--- config.mk ---
export PLATFORM = sky130hd
export DESIGN_NAME = ofifo_drain
export DESIGN_NICKNAME = d
export VERILOG_FILES = /design/src/rtl/ofifo_drain_pkg.sv /design/src/rtl/ofifo_drain_psum_lane_adder.sv /design/src/rtl/ofifo_drain.sv
export SDC_FILE = /design/constraint.sdc
export NUM_CORES = 1
export LEC_CHECK = 0
export ABC_CLOCK_PERIOD_IN_PS = 6100
export CAP_MARGIN = 20
export CORE_MARGIN = 2
export CORE_UTILIZATION = 25
export DETAILED_ROUTE_END_ITERATION = 8
export HOLD_SLACK_MARGIN = 0.08
export PLACE_DENSITY = 0.54
export RECOVER_POWER = 25
export SLEW_MARGIN = 5
export SYNTH_ARGS = -nofsm -noshare
export SYNTH_HDL_FRONTEND = slang
export SYNTH_SLANG_ARGS = --single-unit
--- constraint.sdc ---
create_clock -name clk -period 6.1 [get_ports clk]
set_input_delay 0.61 -clock clk [delete_from_list [all_inputs] [get_ports clk]]
set_output_delay 0.61 -clock clk [all_outputs]
set_load 0.01 [all_outputs]
--- src/rtl/ofifo_drain_pkg.sv ---
// ofifo_drain_pkg: drain FSM states, default sizes and a lane-slice helper
package ofifo_drain_pkg;
  typedef enum logic [2:0] {IDLE, DRAIN, ACC_RD, ACC_WR, DONE} state_t;
  localparam int COL = 8;
  localparam int PSUM_BW = 16;
  localparam int ADDR_BW = 11;
  function automatic logic [PSUM_BW-1:0] lane(input logic [COL*PSUM_BW-1:0] v, input int j);
    return v[PSUM_BW*j +: PSUM_BW];
  endfunction
endpackage

--- src/rtl/ofifo_drain_psum_lane_adder.sv ---
// psum_lane_adder: col parallel wrapping psum adders
// a_i, b_i: packed psum vectors; sum_o: lane-wise a+b modulo 2^psum_bw
module psum_lane_adder
  import ofifo_drain_pkg::*;
#(
  parameter int col = COL,
  parameter int psum_bw = PSUM_BW
) (
  input  logic [col*psum_bw-1:0] a_i,
  input  logic [col*psum_bw-1:0] b_i,
  output logic [col*psum_bw-1:0] sum_o
);
  for (genvar g = 0; g < col; g++) begin : g_lane
    assign sum_o[psum_bw*g +: psum_bw] = a_i[psum_bw*g +: psum_bw] + b_i[psum_bw*g +: psum_bw];
  end
endmodule

--- src/rtl/ofifo_drain.sv ---
// ofifo_drain: pops OFIFO psum vectors into psum SRAM, overwrite or read-modify-write accumulate
// cmd: start/acc_mode/base_addr/num_vec in, busy/done out
// ofifo: ofifo_valid/ofifo_dout in, ofifo_rd out
// sram: sram_cen/sram_wen/sram_addr/sram_d out (enables active-low), sram_q in (1-cycle read latency)
module ofifo_drain
  import ofifo_drain_pkg::*;
#(
  parameter int col = COL,
  parameter int psum_bw = PSUM_BW,
  parameter int addr_bw = ADDR_BW
) (
  input  logic                     clk,
  input  logic                     reset,
  input  logic                     start,
  input  logic                     acc_mode,
  input  logic [addr_bw-1:0]       base_addr,
  input  logic [addr_bw-1:0]       num_vec,
  output logic                     busy,
  output logic                     done,
  input  logic                     ofifo_valid,
  output logic                     ofifo_rd,
  input  logic [col*psum_bw-1:0]   ofifo_dout,
  output logic                     sram_cen,
  output logic                     sram_wen,
  output logic [addr_bw-1:0]       sram_addr,
  output logic [col*psum_bw-1:0]   sram_d,
  input  logic [col*psum_bw-1:0]   sram_q
);
  localparam int W = col*psum_bw;
  state_t state_q, state_d;
  logic [addr_bw-1:0] base_q, base_d, num_q, num_d, cnt_q, cnt_d, addr;
  logic acc_q, acc_d, pop, wr, last;
  logic [W-1:0] hold_q, hold_d, sum;
  psum_lane_adder #(.col(col), .psum_bw(psum_bw)) u_add (.a_i(sram_q), .b_i(hold_q), .sum_o(sum));
  assign addr = base_q + cnt_q;
  assign last = cnt_q == num_q - 1'b1;
  assign pop  = (state_q == DRAIN || state_q == ACC_RD) && ofifo_valid;
  // acc_q separates the overwrite pop (write now) from the accumulate pop (read first)
  assign wr   = (pop && !acc_q) || state_q == ACC_WR;
  always_comb begin
    busy      = state_q != IDLE;
    done      = state_q == DONE;
    ofifo_rd  = pop;
    sram_cen  = !(pop || state_q == ACC_WR);
    sram_wen  = !wr;
    sram_addr = sram_cen ? '0 : addr;
    sram_d    = !wr ? '0 : state_q == ACC_WR ? sum : ofifo_dout;
  end
  always_comb begin
    state_d = state_q;
    base_d  = base_q;
    num_d   = num_q;
    acc_d   = acc_q;
    cnt_d   = cnt_q;
    hold_d  = hold_q;
    case (state_q)
      IDLE: if (start) begin
        base_d  = base_addr;
        num_d   = num_vec;
        acc_d   = acc_mode;
        cnt_d   = '0;
        state_d = num_vec == '0 ? DONE : acc_mode ? ACC_RD : DRAIN;
      end
      DRAIN: if (ofifo_valid) begin
        cnt_d   = cnt_q + 1'b1;
        state_d = last ? DONE : DRAIN;
      end
      ACC_RD: if (ofifo_valid) begin
        hold_d  = ofifo_dout;
        state_d = ACC_WR;
      end
      ACC_WR: begin
        cnt_d   = cnt_q + 1'b1;
        state_d = last ? DONE : ACC_RD;
      end
      default: state_d = IDLE;
    endcase
  end
  always_ff @(posedge clk or negedge reset) begin
    if (!reset) begin
      state_q <= IDLE;
      base_q  <= '0;
      num_q   <= '0;
      acc_q   <= 1'b0;
      cnt_q   <= '0;
      hold_q  <= '0;
    end else begin
      state_q <= state_d;
      base_q  <= base_d;
      num_q   <= num_d;
      acc_q   <= acc_d;
      cnt_q   <= cnt_d;
      hold_q  <= hold_d;
    end
  end
endmodule

Word-level counts from Yosys, hierarchy flattened:

Index checks and enable logic that the tools add are counted.

* input port bits: 283
* memories kept: 0
* bits in registers: 165
* output and inout port bits: 144
* RAM bits: 0
* memory bits (read-only): 0
* bits in latches: 0

* shifts and indexed selects: 0
* $mul: 0
* reductions and logical operators: 16
* equal/unequal tests: 8
* bitwise logic cells: 0
* order comparisons: 0
* $add $sub $neg: 11
* mux-type cells: 14
* divide/modulo/power cells: 0

Operators by type and width (number)
* $mux W128: 2
* $add A16 B16 Y16: 8
* $mux W11: 3
* $pmux W11 S3: 1
* $mux W3: 6
* $pmux W3 S4: 1
* $add A11 B1 Y11 const B: 1
* $add A11 B11 Y11: 1
* $eq A11 B11 Y1: 1
* $logic_not A11 Y1: 1
* $sub A11 B1 Y11 const B: 1
* $eq A3 B2 Y1 const B: 2
* $ne A2 B2 Y1 const B: 3
* $reduce_and A3 Y1: 2
* $reduce_bool A3 Y1: 2
* $reduce_and A2 Y1: 2
* $eq A3 B1 Y1 const B: 1
* $eq A3 B3 Y1 const B: 1
* $logic_not A1 Y1: 3
* $logic_not A3 Y1: 1
* $logic_or A1 B1 Y1: 3
* $logic_and A1 B1 Y1: 2
* $mux W2: 1

Longest topological paths before layout:

* depth in word-level cells: 6
* gate-level depth with buffers: 10
* mapped depth without buffers: 10

Hierarchy:

A second synthesis with hierarchy kept.

* cell total of the unflattened synthesis: 1632
* area, all modules: 14112.3 µm²

Modules (own cells, without submodules)
* ofifo_drain: area each 8929.8 µm², cells an instance 950, instances 1
* psum_lane_adder: area each 5182.5 µm², cells an instance 682, instances 1

Worst setup path before layout:

OpenSTA, ideal clock, no wires.

* kind: input-to-output
* start: in sram_q[0]
* end: out sram_d[12]
* stages on the path: 10
* setup slack: 2.880 ns
* arrival time: 2.610 ns
* required time: 5.490 ns
* path through: ha_1 inv_1 fa_1 nand2b_1 a31oi_1 o41ai_1 o21ai_0 nand2_1 or4_1 nand3_1

* longest elaborated chain between the ends: 3

Ends and longest elaborated chain
* start, declared: line ofifo_drain.sv:27 `input logic [col*psum_bw-1:0] sram_q`
* $add A16 B16 Y16: line ofifo_drain_psum_lane_adder.sv:14 `assign sum_o[psum_bw*g +: psum_bw] = a_i[psum_bw*g +: psum_bw] + b_i[psum_bw*g +: psum_bw];`
* $mux W128 (2 in a row): line ofifo_drain.sv:47 `sram_d = !wr ? '0 : state_q == ACC_WR ? sum : ofifo_dout;`
* end, declared: line ofifo_drain.sv:26 `output logic [col*psum_bw-1:0] sram_d,`

Every way passes these cells.

Final worst setup path:

* start: in sram_q[0]
* end: out sram_d[14]

Same word-level chain as after synthesis.

==> impl_summary.log <==
INFO  metric grt_start_max_net_pins = 84
INFO  metric hold_viol_final = 0
INFO  metric fmax = roughly 0.21 GHz
INFO  metric overall_die_area = roughly 57000 sq um
INFO  metric share_of_total_power_consumed_by_net_switching = 43.1%
INFO  metric cp_cell_sequence = clkdlybuf4s50_1, ha_1, inv_1, fa_1, nand2b_1, a31oi_1, o41ai_1, o21ai_0, a221oi_1, xor2_1, o21ai_0, clkdlybuf4s50_1
INFO  metric total_nets_after_synthesis = between 1500 and 2000
INFO  metric startpoint_kind_of_the_worst_setup_timing_path = input pin
INFO  metric pin_slew_with_the_least_headroom_to_its_limit = ~4500 ps
INFO  metric critical_path.max_stage_delay = 590 ps
INFO  metric remaining_drcs = 0
INFO  metric ir_drop = approximately 0.21 mV
INFO  metric initial_utilization = 25.2%
INFO  metric ffs_w_async_s_r_synth = 100%
INFO  metric clock-skew-final = approximately 9 ps
INFO  metric finalSetupViolations = 0
INFO  metric die_w = 239 um
INFO  metric finalSetupTns = 0 ps
INFO  metric first_global_vias = roughly 14000
INFO  metric synthDistinctLibCells = 63
INFO  metric drt-pass1-iter-count = 5
INFO  metric worstSkewPairLatency = around 500 ps
INFO  metric clock_tree.htree_level_count = 4
INFO  metric critical_path.endpoint_type = output pin
INFO  metric hold_path_class = reg -> reg
INFO  metric cellPowerDensity = slightly below 500 nW/um^2
INFO  metric synth_flop_cell = sky130_fd_sc_hd__dfrtp_1
INFO  metric cts_inserted_buffers = 17
INFO  metric failed_checks = max-capacitance violations, max-slew violations
INFO  metric relSlewSlack = -199%
INFO  metric clkPwrFrac = around 13%
INFO  metric synthesis.area = around 14000 sq um
INFO  metric power_report.internal_total = between 5 and 6 mW
INFO  metric cts.reportedPaths.clkPinSlew = around 70 ps
INFO  metric post_cts.repair.setup_buffers = 0
INFO  metric total_global_routing_overflow = 0
INFO  metric fillerInstances = about 5500
INFO  metric detailed_route_wire_length = between 40 and 50 mm
INFO  metric slowest_stage = sky130_fd_sc_hd__clkdlybuf4s50_1
INFO  metric fin_total_pwr = ~9.6 mW
INFO  metric fp.dieH = 239 um
INFO  metric synth_seq_cells = approximately 170
INFO  metric placed_cell_count = around 2600
INFO  metric vias = approximately 13000
INFO  metric crit_path_max_fanout = 3
INFO  metric synth_common_cells = sky130_fd_sc_hd__o21ai_0 (167), sky130_fd_sc_hd__dfrtp_1 (165), sky130_fd_sc_hd__nand2_1 (158)
INFO  metric post-place-ws = around 1300 ps
INFO  metric pwr-share-comb = 68.1%
INFO  metric critPathKind = in -> out
INFO  metric vias_per_cell = slightly below 5
INFO  metric core-area = 54800 sq um
INFO  metric post_cts_resized = 0
INFO  metric numPortBuffers = between 400 and 500
INFO  metric clkSinkCount = approximately 170
INFO  metric final_cell_count_no_fill = around 2700
INFO  metric layout-drive-gt1-share = 9.96%
INFO  metric fin_nets = 2359
INFO  metric grtUsageTotal = 17.4%
INFO  metric syn_to_final_growth = 40.8%
INFO  metric outcome = finished, violations left
INFO  metric path_delay_family = compound AO/OA/AOI/OAI gates
INFO  metric synth.most_common_cell = sky130_fd_sc_hd__o21ai_0
INFO  metric synth_cells = roughly 1500
INFO  metric leakagePower = ~8 nW
INFO  metric num_rows = 86
INFO  metric finalWorstSetupSlack = 1310 ps
INFO  metric drtIter0Drc = roughly 600
INFO  metric sequential_power_share = a little under a fifth
INFO  metric cts.root.buffer_cell = sky130_fd_sc_hd__clkbuf_16
INFO  metric cts_hold_buf = 0
INFO  metric min_period_over_period = between 70% and 80%
INFO  metric grt_first_pass_wirelength = approximately 76 mm
INFO  metric ioPinCount = roughly 430
INFO  metric synthesis.area_per_instance = between 8 and 9 sq um
INFO  metric timing.critical_path.required = 5490 ps
INFO  metric p_sw = between 4 and 5 mW
INFO  metric synth_top_area_cells = sky130_fd_sc_hd__dfrtp_1 (30%), sky130_fd_sc_hd__ha_1 (12%), sky130_fd_sc_hd__mux2_2 (11%)
INFO  metric synth.yosys.warnings = 0
INFO  metric globalplace.congestion = ~0.9
INFO  metric fin_util = 35.5%
INFO  metric postRouteAntennaNets = 0
INFO  metric critical_path.n_buffers_inverters = 3
INFO  metric period_needed = 4790 ps
INFO  metric drt-wirelength-per-cell = approximately 19 um
INFO  metric yosysTopAreaCellShare = between 20% and 30%
INFO  metric place.detailed.hpwl = ~37 mm
INFO  metric slew_violations = 84
INFO  metric yosysSeqAreaShare = approximately 30%
INFO  metric grt_antenna_before_repair = 6
INFO  metric critical_path_arrival = approximately 4200 ps
INFO  metric grt_setup_unrepaired = no
INFO  metric synth_top_cell_by_area = sky130_fd_sc_hd__dfrtp_1
INFO  metric tritoncts = done
INFO  metric clk_path_buf_depth = 2
INFO  metric synth-edff-count = 0
INFO  metric timing.max_cap.violations = 1
==> cell families after synthesis <==
family	Yosys count	share of synthesized area, %
DFF	165	29.9
and+or+nand+nor	392	13.2
AOI/OAI and AO/OA	445	20.2
muxes	143	11.6
xor gates and xnor gates	127	8.07
adders and majority gates	141	13.3
buffers and inverters	125	3.69
==> cell usage in the layout, fill, tap and decap left out, types with 5 or more instances in the layout <==
master and instances:
sky130_fd_sc_hd__o22ai_1 7, sky130_fd_sc_hd__nor2b_1 18, sky130_fd_sc_hd__a21oi_1 79, sky130_fd_sc_hd__o211ai_1 14, sky130_fd_sc_hd__o21ai_0 167, sky130_fd_sc_hd__a31oi_1 15
sky130_fd_sc_hd__a32o_1 5, sky130_fd_sc_hd__and3_1 5, sky130_fd_sc_hd__or3_1 11, sky130_fd_sc_hd__clkbuf_16 17, sky130_fd_sc_hd__a211o_1 10, sky130_fd_sc_hd__nand2b_1 17
sky130_fd_sc_hd__nor2_1 89, sky130_fd_sc_hd__inv_1 69, sky130_fd_sc_hd__clkdlybuf4s50_1 424, sky130_fd_sc_hd__xnor2_1 71, sky130_fd_sc_hd__and2_1 6, sky130_fd_sc_hd__a22o_1 17
sky130_fd_sc_hd__dfrtp_1 165, sky130_fd_sc_hd__nand2_1 157, sky130_fd_sc_hd__xor2_1 56, sky130_fd_sc_hd__o21bai_1 9, sky130_fd_sc_hd__buf_4 6, sky130_fd_sc_hd__o31ai_1 11
sky130_fd_sc_hd__nand3_1 22, sky130_fd_sc_hd__o41ai_1 6, sky130_fd_sc_hd__ha_1 132, sky130_fd_sc_hd__nor3_1 30, sky130_fd_sc_hd__a21o_1 43, sky130_fd_sc_hd__nand4_1 11
sky130_fd_sc_hd__mux2_2 139, sky130_fd_sc_hd__o21a_1 22, sky130_fd_sc_hd__fa_1 9, sky130_fd_sc_hd__a211oi_1 13
==> worst paths after layout <==
kind	startpoint	end	slack (ps)	depth (start not counted)
min in group asynchronous	reset	base_q[9]	1930	1
setup / recovery	sram_q[0]	sram_d[14]	1310	12
setup reg to reg	state_q[0]	hold_q[40]	3490	4
hold reg to reg	acc_q	acc_q	510	1
hold / removal	acc_q	acc_q	510	1
max in group asynchronous	reset	hold_q[74]	1640	1
==> state kept, by name (all words and copies together), names as in the netlist <==
name     flops
acc_q        1
base_q      11
cnt_q       11
hold_q     128
num_q       11
state_q      3
==> power by group through the flow <==
stage / Sequential [mW] / Combinational [mW] / Clock (mW)
floorplan: 1.75 / 4.02 / 0
global placement: 1.83 / 6.46 / 0
detailed placement: 1.85 / 6.52 / 0
CTS: 1.83 / 6.56 / 1.29
global route: 1.88 / 7.15 / 1.34
finish: 1.82 / 6.51 / 1.23
==> metrics by stage <==
step,hold WS (ps),cell area (sq um)
floorplan,314,13800
global placement,484,18800
global route,522,19400
CTS,191,19400
finish,507,19400
detailed placement,493,18800
==> final cells by class <==
class / instances / area [sq um] / share of cell area [%]
sequential: 165 / 4130 / 21.3
tap: 704 / 881 / 4.54
timing repair buffer: 434 / 4350 / 22.4
inverter: 69 / 259 / 1.33
multi-input combinational: 1248 / 9170 / 47.2
clock inverter: 14 / 190 / 0.979
antenna: 1 / 2.50 / 0.0129
clock buffer: 18 / 439 / 2.26
==> metal layers <==
layer / track usage, % / up-vias / share of wire (%)
li1: - / 6354 / -
met1: 21.8 / 6293 / 44
met2: 29.5 / 360 / 48
met3: 4.93 / 53 / 6.3
met4: 4.20 / 8 / 1.6
met5: 0 / - / 0.12
No activity file was read; power rests on OpenSTA's default activity.
